===== src/rtl/uart_rx_oversampler_pkg.sv =====
// Shared state encoding, oversampling constants and the 3-sample majority vote
// used by the UART receive front end.
package uart_pkg;

  typedef enum logic [2:0] {
    IDLE   = 3'd0,
    START  = 3'd1,
    DATA   = 3'd2,
    PARITY = 3'd3,
    STOP   = 3'd4
  } rx_state_t;

  localparam int OS_RATE  = 16;
  localparam int SAMPLE_A = 7;
  localparam int SAMPLE_B = 8;
  localparam int SAMPLE_C = 9;

  function automatic logic maj3(input logic a, input logic b, input logic c);
    return (a & b) | (a & c) | (b & c);
  endfunction

endpackage


===== src/rtl/uart_rx_oversampler_if.sv =====
// Received-word handshake bundle: the receiver is master (drives word, flags, valid),
// the host-side consumer is slave (drives ready).
interface uart_rx_oversampler_if #(
  parameter int DATA_BITS = 8
) ();

  logic [DATA_BITS-1:0] rx_data;
  logic                 rx_valid;
  logic                 rx_ready;
  logic                 frame_err;
  logic                 parity_err;
  logic                 overrun;

  modport master (
    output rx_data, rx_valid, frame_err, parity_err, overrun,
    input  rx_ready
  );

  modport slave (
    input  rx_data, rx_valid, frame_err, parity_err, overrun,
    output rx_ready
  );

endinterface


===== src/rtl/uart_rx_oversampler_sync.sv =====
// Multi-flop synchroniser for the asynchronous rx line; presets to the idle level (1).
module uart_rx_sync #(
  parameter int SYNC_STAGES = 2
) (
  input  logic clk,
  input  logic rst,
  input  logic async_i,
  output logic sync_o
);

  logic [SYNC_STAGES-1:0] sync_q;

  always_ff @(posedge clk or posedge rst) begin
    if (rst) begin
      sync_q <= {SYNC_STAGES{1'b1}};
    end else begin
      sync_q <= {sync_q[SYNC_STAGES-2:0], async_i};
    end
  end

  assign sync_o = sync_q[SYNC_STAGES-1];

endmodule


===== src/rtl/uart_rx_oversampler.sv =====
// UART receive front end: 16x oversampled deframer with 3-sample majority vote,
// parity/framing/overrun flags and a valid/ready word output.
module uart_rx_oversampler
  import uart_pkg::*;
#(
  parameter int DATA_BITS   = 8,
  parameter int SYNC_STAGES = 2
) (
  input  logic                  clk,
  input  logic                  rst,
  input  logic                  sample_tick_i,
  input  logic                  rx_i,
  input  logic                  parity_en_i,
  input  logic                  parity_odd_i,
  output logic                  busy_o,
  uart_rx_oversampler_if.master rx_if
);

  localparam logic [2:0] ST_IDLE   = 3'(IDLE);
  localparam logic [2:0] ST_START  = 3'(START);
  localparam logic [2:0] ST_DATA   = 3'(DATA);
  localparam logic [2:0] ST_PARITY = 3'(PARITY);
  localparam logic [2:0] ST_STOP   = 3'(STOP);
  localparam logic [3:0] CNT_A     = 4'(SAMPLE_A);
  localparam logic [3:0] CNT_B     = 4'(SAMPLE_B);
  localparam logic [3:0] CNT_C     = 4'(SAMPLE_C);
  localparam logic [3:0] CNT_WRAP  = 4'(OS_RATE - 1);
  localparam logic [2:0] LAST_IDX  = 3'(DATA_BITS - 1);

  logic                 rx_s;
  logic                 bit_val_s, mid_s, wrap_s, done_s;
  logic [2:0]           state_q, state_d;
  logic [3:0]           os_cnt_q, os_cnt_d;
  logic [2:0]           bit_idx_q, bit_idx_d;
  logic [1:0]           samp_q, samp_d;
  logic [DATA_BITS-1:0] shift_q, shift_d;
  logic                 par_en_q, par_en_d, par_odd_q, par_odd_d, perr_q, perr_d;
  logic [DATA_BITS-1:0] rx_data_q, rx_data_d;
  logic                 rx_valid_q, rx_valid_d, frame_err_q, frame_err_d;
  logic                 parity_err_q, parity_err_d, overrun_q, overrun_d;

  uart_rx_sync #(.SYNC_STAGES(SYNC_STAGES)) u_sync (
    .clk     (clk),
    .rst     (rst),
    .async_i (rx_i),
    .sync_o  (rx_s)
  );

  // Third vote comes straight from the line on the os_cnt==9 tick.
  assign bit_val_s = maj3(samp_q[1], samp_q[0], rx_s);
  assign mid_s     = (os_cnt_q == CNT_C);
  assign wrap_s    = (os_cnt_q == CNT_WRAP);

  always_comb begin
    state_d   = state_q;
    os_cnt_d  = os_cnt_q;
    bit_idx_d = bit_idx_q;
    samp_d    = samp_q;
    shift_d   = shift_q;
    par_en_d  = par_en_q;
    par_odd_d = par_odd_q;
    perr_d    = perr_q;
    done_s    = 1'b0;
    if (sample_tick_i) begin
      os_cnt_d = os_cnt_q + 4'd1;
      if (os_cnt_q == CNT_A) begin
        samp_d[1] = rx_s;
      end else if (os_cnt_q == CNT_B) begin
        samp_d[0] = rx_s;
      end else begin
        samp_d = samp_q;
      end
      case (state_q)
        ST_IDLE: begin
          os_cnt_d = 4'd0;
          if (!rx_s) begin
            state_d   = ST_START;
            par_en_d  = parity_en_i;
            par_odd_d = parity_odd_i;
            perr_d    = 1'b0;
          end else begin
            state_d = ST_IDLE;
          end
        end
        ST_START: begin
          if (mid_s && bit_val_s) begin
            state_d  = ST_IDLE;
            os_cnt_d = 4'd0;
          end else if (wrap_s) begin
            state_d   = ST_DATA;
            bit_idx_d = 3'd0;
          end else begin
            state_d = ST_START;
          end
        end
        ST_DATA: begin
          if (mid_s) begin
            shift_d = {bit_val_s, shift_q[DATA_BITS-1:1]};
          end else begin
            shift_d = shift_q;
          end
          if (wrap_s && (bit_idx_q == LAST_IDX)) begin
            state_d = par_en_q ? ST_PARITY : ST_STOP;
          end else if (wrap_s) begin
            bit_idx_d = bit_idx_q + 3'd1;
          end else begin
            bit_idx_d = bit_idx_q;
          end
        end
        ST_PARITY: begin
          if (mid_s) begin
            perr_d = ((^shift_q) ^ bit_val_s) != par_odd_q;
          end else begin
            perr_d = perr_q;
          end
          if (wrap_s) begin
            state_d = ST_STOP;
          end else begin
            state_d = ST_PARITY;
          end
        end
        ST_STOP: begin
          // Leave mid-stop so a following start edge is caught without delay.
          if (mid_s) begin
            state_d  = ST_IDLE;
            os_cnt_d = 4'd0;
            done_s   = 1'b1;
          end else begin
            state_d = ST_STOP;
          end
        end
        default: begin
          state_d  = ST_IDLE;
          os_cnt_d = 4'd0;
        end
      endcase
    end else begin
      os_cnt_d = os_cnt_q;
    end
  end

  always_comb begin
    rx_data_d    = rx_data_q;
    rx_valid_d   = rx_valid_q;
    frame_err_d  = frame_err_q;
    parity_err_d = parity_err_q;
    overrun_d    = 1'b0;
    if (done_s) begin
      rx_data_d    = shift_q;
      rx_valid_d   = 1'b1;
      frame_err_d  = ~bit_val_s;
      parity_err_d = perr_q & par_en_q;
      overrun_d    = rx_valid_q & ~rx_if.rx_ready;
    end else if (rx_valid_q && rx_if.rx_ready) begin
      rx_valid_d = 1'b0;
    end else begin
      rx_valid_d = rx_valid_q;
    end
  end

  always_ff @(posedge clk or posedge rst) begin
    if (rst) begin
      state_q   <= ST_IDLE;
      os_cnt_q  <= 4'd0;
      bit_idx_q <= 3'd0;
      samp_q    <= 2'b11;
      shift_q   <= {DATA_BITS{1'b0}};
      par_en_q  <= 1'b0;
      par_odd_q <= 1'b0;
      perr_q    <= 1'b0;
    end else begin
      state_q   <= state_d;
      os_cnt_q  <= os_cnt_d;
      bit_idx_q <= bit_idx_d;
      samp_q    <= samp_d;
      shift_q   <= shift_d;
      par_en_q  <= par_en_d;
      par_odd_q <= par_odd_d;
      perr_q    <= perr_d;
    end
  end

  always_ff @(posedge clk or posedge rst) begin
    if (rst) begin
      rx_data_q    <= {DATA_BITS{1'b0}};
      rx_valid_q   <= 1'b0;
      frame_err_q  <= 1'b0;
      parity_err_q <= 1'b0;
      overrun_q    <= 1'b0;
    end else begin
      rx_data_q    <= rx_data_d;
      rx_valid_q   <= rx_valid_d;
      frame_err_q  <= frame_err_d;
      parity_err_q <= parity_err_d;
      overrun_q    <= overrun_d;
    end
  end

  assign rx_if.rx_data    = rx_data_q;
  assign rx_if.rx_valid   = rx_valid_q;
  assign rx_if.frame_err  = frame_err_q;
  assign rx_if.parity_err = parity_err_q;
  assign rx_if.overrun    = overrun_q;
  assign busy_o           = (state_q != ST_IDLE);

endmodule


===== src/flat_wrapper.sv =====
// flat-port wrapper written by rule: the top's interface ports become plain ports
module uart_rx_oversampler_flat import uart_pkg::*;
#(
  parameter int DATA_BITS   = 8,
  parameter int SYNC_STAGES = 2
)
  (clk, rst, sample_tick_i, rx_i, parity_en_i, parity_odd_i, busy_o, rx_if_rx_data, rx_if_rx_valid, rx_if_frame_err, rx_if_parity_err, rx_if_overrun, rx_if_rx_ready);
  uart_rx_oversampler_if #(.DATA_BITS(DATA_BITS)) rx_if_i ();
  input  logic clk;
  input  logic rst;
  input  logic sample_tick_i;
  input  logic rx_i;
  input  logic parity_en_i;
  input  logic parity_odd_i;
  output logic busy_o;
  output wire logic [$bits(rx_if_i.rx_data)-1:0] rx_if_rx_data;
  output wire logic [$bits(rx_if_i.rx_valid)-1:0] rx_if_rx_valid;
  output wire logic [$bits(rx_if_i.frame_err)-1:0] rx_if_frame_err;
  output wire logic [$bits(rx_if_i.parity_err)-1:0] rx_if_parity_err;
  output wire logic [$bits(rx_if_i.overrun)-1:0] rx_if_overrun;
  input wire logic [$bits(rx_if_i.rx_ready)-1:0] rx_if_rx_ready;
  assign rx_if_rx_data = rx_if_i.rx_data;
  assign rx_if_rx_valid = rx_if_i.rx_valid;
  assign rx_if_frame_err = rx_if_i.frame_err;
  assign rx_if_parity_err = rx_if_i.parity_err;
  assign rx_if_overrun = rx_if_i.overrun;
  assign rx_if_i.rx_ready = rx_if_rx_ready;
  uart_rx_oversampler #(.DATA_BITS(DATA_BITS), .SYNC_STAGES(SYNC_STAGES)) u_core (.clk(clk), .rst(rst), .sample_tick_i(sample_tick_i), .rx_i(rx_i), .parity_en_i(parity_en_i), .parity_odd_i(parity_odd_i), .busy_o(busy_o), .rx_if(rx_if_i));
endmodule

===== config.mk =====
export PLATFORM = sky130hd
export DESIGN_NAME = uart_rx_oversampler_flat
export DESIGN_NICKNAME = d
export VERILOG_FILES = /design/src/rtl/uart_rx_oversampler_pkg.sv /design/src/rtl/uart_rx_oversampler_if.sv /design/src/rtl/uart_rx_oversampler_sync.sv /design/src/rtl/uart_rx_oversampler.sv /design/src/flat_wrapper.sv
export SDC_FILE = /design/constraint.sdc
export NUM_CORES = 1
export LEC_CHECK = 0
export ABC_CLOCK_PERIOD_IN_PS = 1640
export CORE_AREA = 2 2 59 72
export DETAILED_ROUTE_END_ITERATION = 6
export DIE_AREA = 0 0 61 74
export GPL_ROUTABILITY_DRIVEN = 0
export PLACE_DENSITY_LB_ADDON = 0.05
export RECOVER_POWER = 100
export SETUP_SLACK_MARGIN = 0.5
export SLEW_MARGIN = 20
export SYNTH_ARGS = -nofsm -noshare
export SYNTH_HDL_FRONTEND = slang
export SYNTH_SLANG_ARGS = --single-unit

===== constraint.sdc =====
create_clock -name clk -period 1.64 [get_ports clk]
set_input_delay 0.328 -clock clk [delete_from_list [all_inputs] [get_ports clk]]
set_output_delay 0.328 -clock clk [all_outputs]
set_load 0.05 [all_outputs]

# Word level (Yosys, flattened, before mapping)
# Cells that the tools add are included.
# totals
reg_bits	37
input_bits	7
elab_cells	88
# classes
add_sub_neg	2
n_eq_ne	17
muxes	25
n_bitwise	12
n_reduce_logical	17
# ops
cell	n
2-to-1 mux 3 bit	9
case mux 3 bit (5 select lines)	1
== test 4 bit, second input constant	3
case mux 4 bit (3 select lines)	1
2-to-1 mux 1 bit	9
AND reduction 3 bit	3
2-to-1 mux 4 bit	2
inequality test 2 x 1 -> 1 bit, second input constant	4
parity 8 bit	1
== test 3 x 2 -> 1 bit, second input constant	2
== test 3 bit, second input constant	2
inequality test 2 bit, second input constant	3
case mux 3 bit (2 select lines)	1
AND reduction 6 bit	1
nonzero test 2 bit	3
bitwise AND 1 bit	5
adder 4 x 1 -> 4 bit, second input constant	1
== test 4 x 3 -> 1 bit, second input constant	1
NOT 1 bit	4
AND reduction 2 bit	2
AND reduction 4 bit	1
adder 3 x 1 -> 3 bit, second input constant	1
== test 3 x 1 -> 1 bit, second input constant	1
logical AND 1 bit	3
other kinds (8)	9

# Depth between registers and ports, before layout
# Gate-level depths: netlist of the first run.
# depth
depth_word	7
depth_mapped	7
ltp_nobuf	7

# Hierarchy
# Synthesis of the first run repeated with hierarchy kept, for this count alone.
# unflattened
cells_unflattened	149
area_unflattened_um2	1809.2
# by_module_without_submodules
module	n_inst	cells_per_inst	area_each_um2	seq_area_each_um2
uart_rx_oversampler	1	146	1752.9	878.3
uart_rx_sync	1	3	56.3	52.6

# Worst setup path after synthesis of the first run
# Ideal clock, no wire load.
# synth_timing
path_type	register to register
from	register u_core.u_sync.sync_q[1]
to	register u_core.os_cnt_q[0]
arrival_ps	1460
t_required_ps	1515
path_slack_ps	55
path_stages_with_launch	6
n_path_buf	0
cell_sequence	dfstp_2 -> maj3_1 -> nand2b_4 -> a221oi_4 -> nor2_2 -> mux2_4
# synth_between
elab_chain_len	6
word_cells_on_any_way	7
classes_between	mux: 2; bitwise: 4; reduce/logical: 1
# synth_rtl
item	line_no	source
start, declared	uart_rx_oversampler_sync.sv:11	logic [SYNC_STAGES-1:0] sync_q;
start signal, assigned	uart_rx_oversampler_sync.sv:15	sync_q <= {SYNC_STAGES{1'b1}};
start signal, assigned	uart_rx_oversampler_sync.sv:17	sync_q <= {sync_q[SYNC_STAGES-2:0], async_i};
bitwise AND 1 bit	uart_rx_oversampler_pkg.sv:19	return (a & b) | (a & c) | (b & c);
bitwise OR 1 bit	uart_rx_oversampler_pkg.sv:19	
bitwise OR 1 bit (*)	uart_rx_oversampler_pkg.sv:19	
logical AND 1 bit (*)	uart_rx_oversampler.sv:86	if (mid_s && bit_val_s) begin
2-to-1 mux 4 bit (*)	uart_rx_oversampler.sv:86	
case mux 4 bit (3 select lines) (*)	uart_rx_oversampler.sv:73	case (state_q)
end signal, assigned	uart_rx_oversampler.sv:173	os_cnt_q <= os_cnt_d;
end, declared	uart_rx_oversampler.sv:33	logic [3:0] os_cnt_q, os_cnt_d;
# Mark *: on every way between the ends. The rest lies on a longest branch, timed or not.
# A chain may end at the register's enable or synchronous reset.

# Worst setup path in the final report of the first run
# layout_timing
from	register u_core.os_cnt_q[1]
to	register u_core.shift_q[1]
# layout_between
elab_chain_len	2
# layout_rtl
item	line_no	source
== test 4 bit	uart_rx_oversampler.sv:51	assign mid_s = (os_cnt_q == CNT_C);
AND reduction 3 bit (no source line)	n/a	
end signal, assigned	uart_rx_oversampler.sv:167	shift_q <= {DATA_BITS{1'b0}};
end signal, assigned	uart_rx_oversampler.sv:176	shift_q <= shift_d;
end, declared	uart_rx_oversampler.sv:36	logic [DATA_BITS-1:0] shift_q, shift_d;
# No other way between the ends.

==> results.py, run 1 <==
metrics = {
    "hold_path": {
        "min-delay-start": "u_core.u_sync.sync_q[0]",
        "hold_depth": 0,
        "hp-class": "register to register",
        "worst_hold_path.endpoint": "u_core.u_sync.sync_q[1]",
    },
    "route": {
        "routed_wl_um": 4350,
        "route.vias.total": 1423,
        "postRouteAntennaNets": 0,
        "post_drt_via_cell_ratio": 5.12,
        "drt_pre_antenna_iters": 4,
        "initialDrtViolationCount": 40,
        "avgRoutedWirePerCell_um": 15.7,
        "remaining_drc_errors": 0,
    },
    "setup_path": {
        "crit_path_end_kind": "register",
        "reg2regPathDepth": 7,
        "critical_path.max_fanout": 8,
        "required_ps": 1820,
        "critical_path.reg2reg.endpoint": "u_core.shift_q[1]",
        "path_class": "register to register",
        "ff2ff_setup_slack_ps": -50,
        "critical_path.startpoint_type": "register",
        "r2r_start": "u_core.os_cnt_q[1]",
        "cp.arrival_ps": 1870,
    },
    "synth": {
        "synthesis.yosys.warnings": 0,
        "mappedNetlistArea_um2": 1840,
        "synth_edf_count": 0,
        "yosys.cell_types.count": 44,
        "synth.ff_latch_count": 37,
        "async_set_or_reset_register_ratio_after_synthesis_pct": 100,
        "ys.flop_type": "sky130_fd_sc_hd__dfrtp_1",
        "syn-instance-count": 156,
        "synth.net_count": 168,
        "syn-mean-instance-area_um2": 11.8,
        "yosysSeqAreaShare_pct": 50.5,
    },
    "floorplan": {
        "die_height_um": 74,
        "fp.dieArea_um2": 4510,
        "design.portCount": 20,
        "core-area_um2": 3850,
        "rows": 25,
        "start_util_pct": 47.9,
        "die_w_um": 61,
    },
    "run_status": {
        "status": "finished, violations left",
        "violations": "setup timing",
    },
    "global_route": {
        "largest_net_degree_at_the_start_of_global_routing": 25,
        "grt.overflow.total": 0,
        "grt_antenna_before_repair": 0,
        "first_global_vias": 1450,
        "wire_length_of_the_first_global_routing_pass_um": 6930,
        "global_route.usage.total_pct": 20.9,
    },
    "clock_network": {
        "cts_hold_buffers": 0,
        "tritoncts": "done",
        "ctsHtreeMaxLevel": 2,
        "clock_latency_ps": 290,
        "clk_transition_reported_paths_ps": 70,
        "clockBufferDepth": 2,
        "clockRootBuffer": "sky130_fd_sc_hd__clkbuf_8",
        "clock_sink_count": 37,
        "cts-buffers-inserted": 5,
    },
    "timing": {
        "min_period_over_period_pct": 103,
        "timing.clock.skew_ps": 3.78,
        "slew_headroom_pct": 58.3,
        "timing.hold.ws_ps": 358,
        "slew_viol_final": 0,
        "timing_worst_slew_pin_value_ps": 621,
        "post-route-worst-setup-slack_ps": -54.2,
        "minimum_clock_period_after_layout_ps": 1690,
        "setup_violations_final": 13,
        "timing.fmax_ghz": 0.590,
        "hold_viol": 0,
        "unrepaired_setup_endpoints_after_global_routing": "true",
    },
    "power_and_ir_drop": {
        "ir_drop_v": 0.000914,
        "power-per-cell-area_nw_per_um2": 1270,
        "p_leak_nw": 1.30,
    },
    "place": {
        "post-place-cells": 246,
        "dp.final_hpwl_um": 2670,
        "detailedPlace.worstSlack_ps": -300,
        "port_buffers": 19,
    },
    "run": {
        "cap_viol_max_count": 0,
    },
    "layout": {
        "fill_cells": 316,
        "area_delta_synth_final_pct": 45.7,
        "ant_cells": 0,
        "final_layout_size_suffix_gt1_share_pct": 54.5,
        "final_core_utilization_pct": 69.7,
        "design.final.nets": 235,
        "finish.cell_count_without_fillers": 278,
        "register_area_um2": 933,
        "multi_input_area_um2": 1040,
    },
}
==> registers in the layout, summed over array words and instances (netlist names) <==
signal,cells
u_core.samp_q,2
u_core.bit_idx_q,3
u_core.rx_if.frame_err,1
u_core.state_q,3
u_core.rx_if.overrun,1
u_core.par_en_q,1
u_core.rx_if.parity_err,1
u_core.par_odd_q,1
u_core.perr_q,1
u_core.rx_if.rx_valid,1
u_core.u_sync.sync_q,2
u_core.rx_if.rx_data,8
u_core.os_cnt_q,4
u_core.shift_q,8
==> per-layer routing <==
layer	vias up	GRT usage (%)	wire (um)
met1	721	27.0	1830
met4	0	6.52	68
met5	-	0	0
li1	672	-	-
met3	7	3.83	113
met2	23	35.5	2350
==> how the worst max path moves through the flow <==
stage	startpoint	endpoint	slack, ps	cells after the start
floorplan	u_core.os_cnt_q[1]	u_core.os_cnt_q[0]	60	7
global placement	sample_tick_i	u_core.shift_q[6]	-260	6
detailed placement	sample_tick_i	u_core.shift_q[6]	-300	6
CTS	u_core.os_cnt_q[1]	u_core.os_cnt_q[0]	-50	7
global route	u_core.os_cnt_q[1]	u_core.os_cnt_q[0]	-120	7
finish	u_core.os_cnt_q[1]	u_core.shift_q[1]	-50	7
==> repair_timing <==
item | CTS | global route
gates resized for setup | 49 | 9
endpoints found under the setup margin | 48 | 48
pin swaps | 10 | 12
buffers inserted | 18 | 6
==> kinds of logic after synthesis <==
group,synth area share (%)
fa+ha+maj,3.94
buf+inv,3.87
xor+xnor,4.28
mux,14.9
simple gates,13.5
flops,50.5
compound gates,8.97
==> power by group <==
part	total, W	internal [W]	leakage, nW	switching, W
sequential	0.00121	0.00108	0.478	0.000127
combinational	0.00158	0.000835	0.777	0.000747
clock	0.000614	0.000293	0.0439	0.000321
==> through the flow <==
stage	area [um^2]	total power, W	TNS (ps)
floorplan	1940	0.00195	0
global placement	2330	0.00229	-5120
detailed placement	2330	0.00234	-5800
CTS	2730	0.00333	-83.3
global route	2680	0.00361	-2060
finish	2680	0.00341	-587
==> area by class of cell <==
class                   count  share of cell area [%]
multi-input cells         105                    38.9
flip-flops and latches     37                    34.8
repair buffers             66                    19.4
clock buffers               5                    2.57
well taps                  54                    2.52
inverters                   8                    1.26
clock inverters             3                   0.653
==> cells in the final DEF (no fill, tap or decap), types with 2 or more instances in the layout <==
cell | synthesis | routed
sky130_fd_sc_hd__a21o_1 | 2 | 2
sky130_fd_sc_hd__a21oi_1 | 3 | 2
sky130_fd_sc_hd__buf_12 | 0 | 2
sky130_fd_sc_hd__buf_4 | 0 | 35
sky130_fd_sc_hd__buf_6 | 2 | 8
sky130_fd_sc_hd__clkbuf_1 | 1 | 5
sky130_fd_sc_hd__clkbuf_2 | 0 | 8
sky130_fd_sc_hd__clkbuf_8 | 0 | 5
sky130_fd_sc_hd__clkdlybuf4s50_1 | 0 | 3
sky130_fd_sc_hd__clkinv_2 | 0 | 2
sky130_fd_sc_hd__dfrtp_1 | 33 | 31
sky130_fd_sc_hd__dfrtp_2 | 0 | 2
sky130_fd_sc_hd__dfstp_2 | 4 | 4
sky130_fd_sc_hd__dlygate4sd3_1 | 0 | 2
sky130_fd_sc_hd__ha_2 | 0 | 2
sky130_fd_sc_hd__ha_4 | 0 | 3
sky130_fd_sc_hd__inv_1 | 8 | 4
sky130_fd_sc_hd__inv_2 | 0 | 2
sky130_fd_sc_hd__mux2_4 | 5 | 21
sky130_fd_sc_hd__mux2i_1 | 2 | 2
sky130_fd_sc_hd__nand2_1 | 15 | 13
sky130_fd_sc_hd__nand2_2 | 1 | 2
sky130_fd_sc_hd__nand2b_1 | 3 | 2
sky130_fd_sc_hd__nand2b_4 | 1 | 2
sky130_fd_sc_hd__nand3_2 | 1 | 3
sky130_fd_sc_hd__nand3b_1 | 2 | 2
sky130_fd_sc_hd__nor2_1 | 7 | 5
sky130_fd_sc_hd__nor2_2 | 1 | 2
sky130_fd_sc_hd__nor2b_1 | 2 | 2
sky130_fd_sc_hd__nor3_1 | 2 | 2
sky130_fd_sc_hd__o21ai_1 | 4 | 5
sky130_fd_sc_hd__xnor2_1 | 7 | 6
sky130_fd_sc_hd__xor2_1 | 2 | 2
==> synthesized netlist by cell type (all sizes together) (2+ instances only) <==
cell type	n	area [um^2]
nor3b	2	20.0
nor3	2	10.0
o21ai	7	35.0
mux2i	2	20.0
nand2b	4	32.5
a21o	2	15.0
nor2b	2	12.5
ha	5	62.6
nand3b	2	15.0
xor2	2	17.5
nor2	8	32.5
mux2	21	255
buf	5	37.5
nand2	16	62.6
and3	2	17.5
xnor2	7	61.3
dfrtp	33	826
inv	8	30.0
o22ai	2	12.5
dfstp	4	105
a21oi	3	15.0
nand3	4	25.0
==> worst max-delay path: stages, from the launching register on <==
cell and delay (ps):
sky130_fd_sc_hd__dfrtp_1 390, sky130_fd_sc_hd__inv_2 80, sky130_fd_sc_hd__ha_4 120, sky130_fd_sc_hd__buf_4 110, sky130_fd_sc_hd__nor3b_2 260, sky130_fd_sc_hd__and2_4 210, sky130_fd_sc_hd__buf_12 130, sky130_fd_sc_hd__mux2_4 290
(Power assumes the default switching activity.)
==> run 2, diff against run 1 <==
CORE_AREA = 2 2 76 56   (was 2 2 59 72)
DIE_AREA = 0 0 78 58   (was 0 0 61 74)
==> run 2 against run 1 <==
  * The flow still finishes with violations (setup timing)
  * Critical endpoint is now u_core.os_cnt_q[0]
  * Cell count is 0.72% lower
  * Maximum frequency shrank 4.3%
  * Die area up 0.22%
  * Sequential power increased by 3%
  * Worst setup slack got worse by 77 ps
  * First-iteration DRC count rose by 75%
  * Register-to-register slack got worse by 80 ps
  * Core utilization increased by 2.0 points
  * Non-clock buffer count unchanged
  * Via count is 2.5% lower
  * Largest power group unchanged
  * Critical path type unchanged
  * Wire length increased by 2.7%
  * Count of clock-buffer cells in the layout grew 2
==> results.py, run 2 (synthesized netlist as in run 1, its figures left out) <==
metrics = {
    "run_status": {
        "status": "finished, violations left",
        "violations": "setup timing",
    },
    "route": {
        "remaining_drc_errors": 0,
        "avgRoutedWirePerCell_um": 16.2,
        "routed_wl_um": 4470,
        "post_drt_via_cell_ratio": 5.03,
        "initialDrtViolationCount": 70,
        "postRouteAntennaNets": 0,
        "drt_pre_antenna_iters": 4,
        "route.vias.total": 1388,
    },
    "timing": {
        "timing.clock.skew_ps": 8.56,
        "unrepaired_setup_endpoints_after_global_routing": "true",
        "hold_viol": 0,
        "timing_worst_slew_pin_value_ps": 626,
        "slew_headroom_pct": 58.2,
        "min_period_over_period_pct": 108,
        "setup_violations_final": 20,
        "slew_viol_final": 0,
        "post-route-worst-setup-slack_ps": -131,
        "timing.hold.ws_ps": 367,
        "timing.fmax_ghz": 0.565,
        "minimum_clock_period_after_layout_ps": 1770,
    },
    "setup_path": {
        "path_class": "register to register",
        "crit_family": "compound AO/OA/AOI/OAI gates",
        "critical_path.max_fanout": 6,
        "critical_path.reg2reg.endpoint": "u_core.os_cnt_q[0]",
        "cp.arrival_ps": 1950,
        "reg2regPathDepth": 7,
        "required_ps": 1820,
        "ff2ff_setup_slack_ps": -130,
        "cpMaxStageDelayCell": "sky130_fd_sc_hd__a221oi_4",
        "timing.critical_path.cells": "inv_2, ha_4, nand3b_1, nand2b_4, a221oi_4, nor2_2, mux2_4",
        "critical_path.startpoint_type": "register",
        "crit_path_end_kind": "register",
        "cp_slowest_stage_delay_ps": 410,
        "r2r_start": "u_core.os_cnt_q[1]",
        "cp_num_buf_inv": 1,
    },
    "clock_network": {
        "clockRootBuffer": "sky130_fd_sc_hd__clkbuf_8",
        "clockBufferDepth": 2,
        "clk_transition_reported_paths_ps": 70,
        "tritoncts": "done",
        "clock_sink_count": 37,
        "cts-buffers-inserted": 5,
        "cts_hold_buffers": 0,
        "ctsHtreeMaxLevel": 2,
        "clock_latency_ps": 290,
    },
    "hold_path": {
        "hold_depth": 0,
        "hp-class": "register to register",
        "min-delay-start": "u_core.u_sync.sync_q[0]",
        "worst_hold_path.endpoint": "u_core.u_sync.sync_q[1]",
    },
    "place": {
        "dp.final_hpwl_um": 2850,
        "port_buffers": 19,
    },
    "layout": {
        "final_layout_size_suffix_gt1_share_pct": 54.0,
        "area_delta_synth_final_pct": 48.1,
        "multi_input_area_um2": 1060,
        "mostFrequentLayoutCells": "32 x sky130_fd_sc_hd__buf_4, 31 x sky130_fd_sc_hd__dfrtp_1, 19 x sky130_fd_sc_hd__mux2_4",
        "fill_cells": 273,
        "register_area_um2": 933,
        "design.final.nets": 235,
        "ant_cells": 0,
        "layout.cells.most_common": "sky130_fd_sc_hd__buf_4",
    },
    "global_route": {
        "wire_length_of_the_first_global_routing_pass_um": 7050,
        "largest_net_degree_at_the_start_of_global_routing": 26,
        "global_route.usage.total_pct": 20.9,
        "grt.overflow.total": 0,
        "grt_antenna_before_repair": 0,
        "first_global_vias": 1404,
    },
    "floorplan": {
        "core-area_um2": 3800,
        "fp.dieArea_um2": 4520,
        "start_util_pct": 48.4,
        "rows": 19,
        "die_w_um": 78,
        "design.portCount": 20,
        "die_height_um": 58,
    },
    "run": {
        "cap_viol_max_count": 0,
    },
    "power_and_ir_drop": {
        "finalPower_w": 0.00353,
        "ir_drop_v": 0.000763,
        "p_leak_nw": 1.30,
        "power-per-cell-area_nw_per_um2": 1290,
    },
}
==> run 2: cell count changes in the layout (fill, tap and decap cells not counted), sizes merged <==
| cell | delta |
|---|---|
| clkbuf | +4 |
| buf | -2 |
| clkinv | -2 |
| bufinv | +1 |
| clkinvlp | -1 |
==> run 2: worst max-delay path by stage <==
stage,from,endpoint,slack [ps],cells after the start
after detailed placement,sample_tick_i,u_core.shift_q[0],-310,6
after CTS,u_core.os_cnt_q[1],u_core.os_cnt_q[0],-60,7
final,u_core.os_cnt_q[1],u_core.os_cnt_q[0],-130,7
after global placement,sample_tick_i,u_core.shift_q[0],-280,6
after floorplan,u_core.os_cnt_q[1],u_core.os_cnt_q[0],60,7
after global routing,u_core.os_cnt_q[1],u_core.os_cnt_q[0],-220,7
==> run 2: repair_timing <==
| action | CTS | global route |
|---|---|---|
| resized for setup | 45 | 20 |
| setup buffers | 11 | 12 |
| endpoints found under the setup margin | 48 | 48 |
| cloned | 0 | 0 |
| pin swaps | 9 | 13 |
==> run 2: per-layer routing <==
layer	up-vias	part of all wire, %	GRT usage [%]
met4	0	1.7	8.02
li1	668	-	-
met5	-	0	0
met2	25	46	31.7
met3	8	3.6	5.61
met1	687	49	29.2
==> run 2: metrics by stage <==
stage | util, % | std cells | setup WS [ps] | TNS (ps) | instance area (um^2)
2_1_floorplan | - | 156 | 64.0 | 0 | 1940
3_3_place_gp | 61.3 | 245 | -276 | -5760 | 2330
3_5_place_dp | 61.3 | 245 | -308 | -6490 | 2330
4_1_cts | 71.1 | 264 | -64.1 | -174 | 2710
5_1_grt | 71.7 | 276 | -222 | -3930 | 2730
6_report | 71.7 | 276 | -131 | -1470 | 2730
==> run 2: cell type report <==
cell class | instances | area share [%]
flip-flops and latches | 37 | 34.2
clock inverters | 1 | 1.10
multi-input cells | 105 | 38.7
inverters | 8 | 1.15
repair buffers | 66 | 19.3
clock buffers | 7 | 3.17
well taps | 52 | 2.39
==> run 2: power breakdown <==
| part | switching [W] | internal, W | leakage (nW) |
|---|---|---|---|
| Clock | 0.000321 | 0.000496 | 0.0585 |
| Sequential | 0.000168 | 0.00108 | 0.477 |
| Combinational | 0.000686 | 0.000776 | 0.764 |
==> run 3, diff against run 2 <==
CTS_CLUSTER_DIAMETER = 50   (was default)
==> results of run 3 <==
The final DEF is identical to that of run 2; final timing and power are the same.
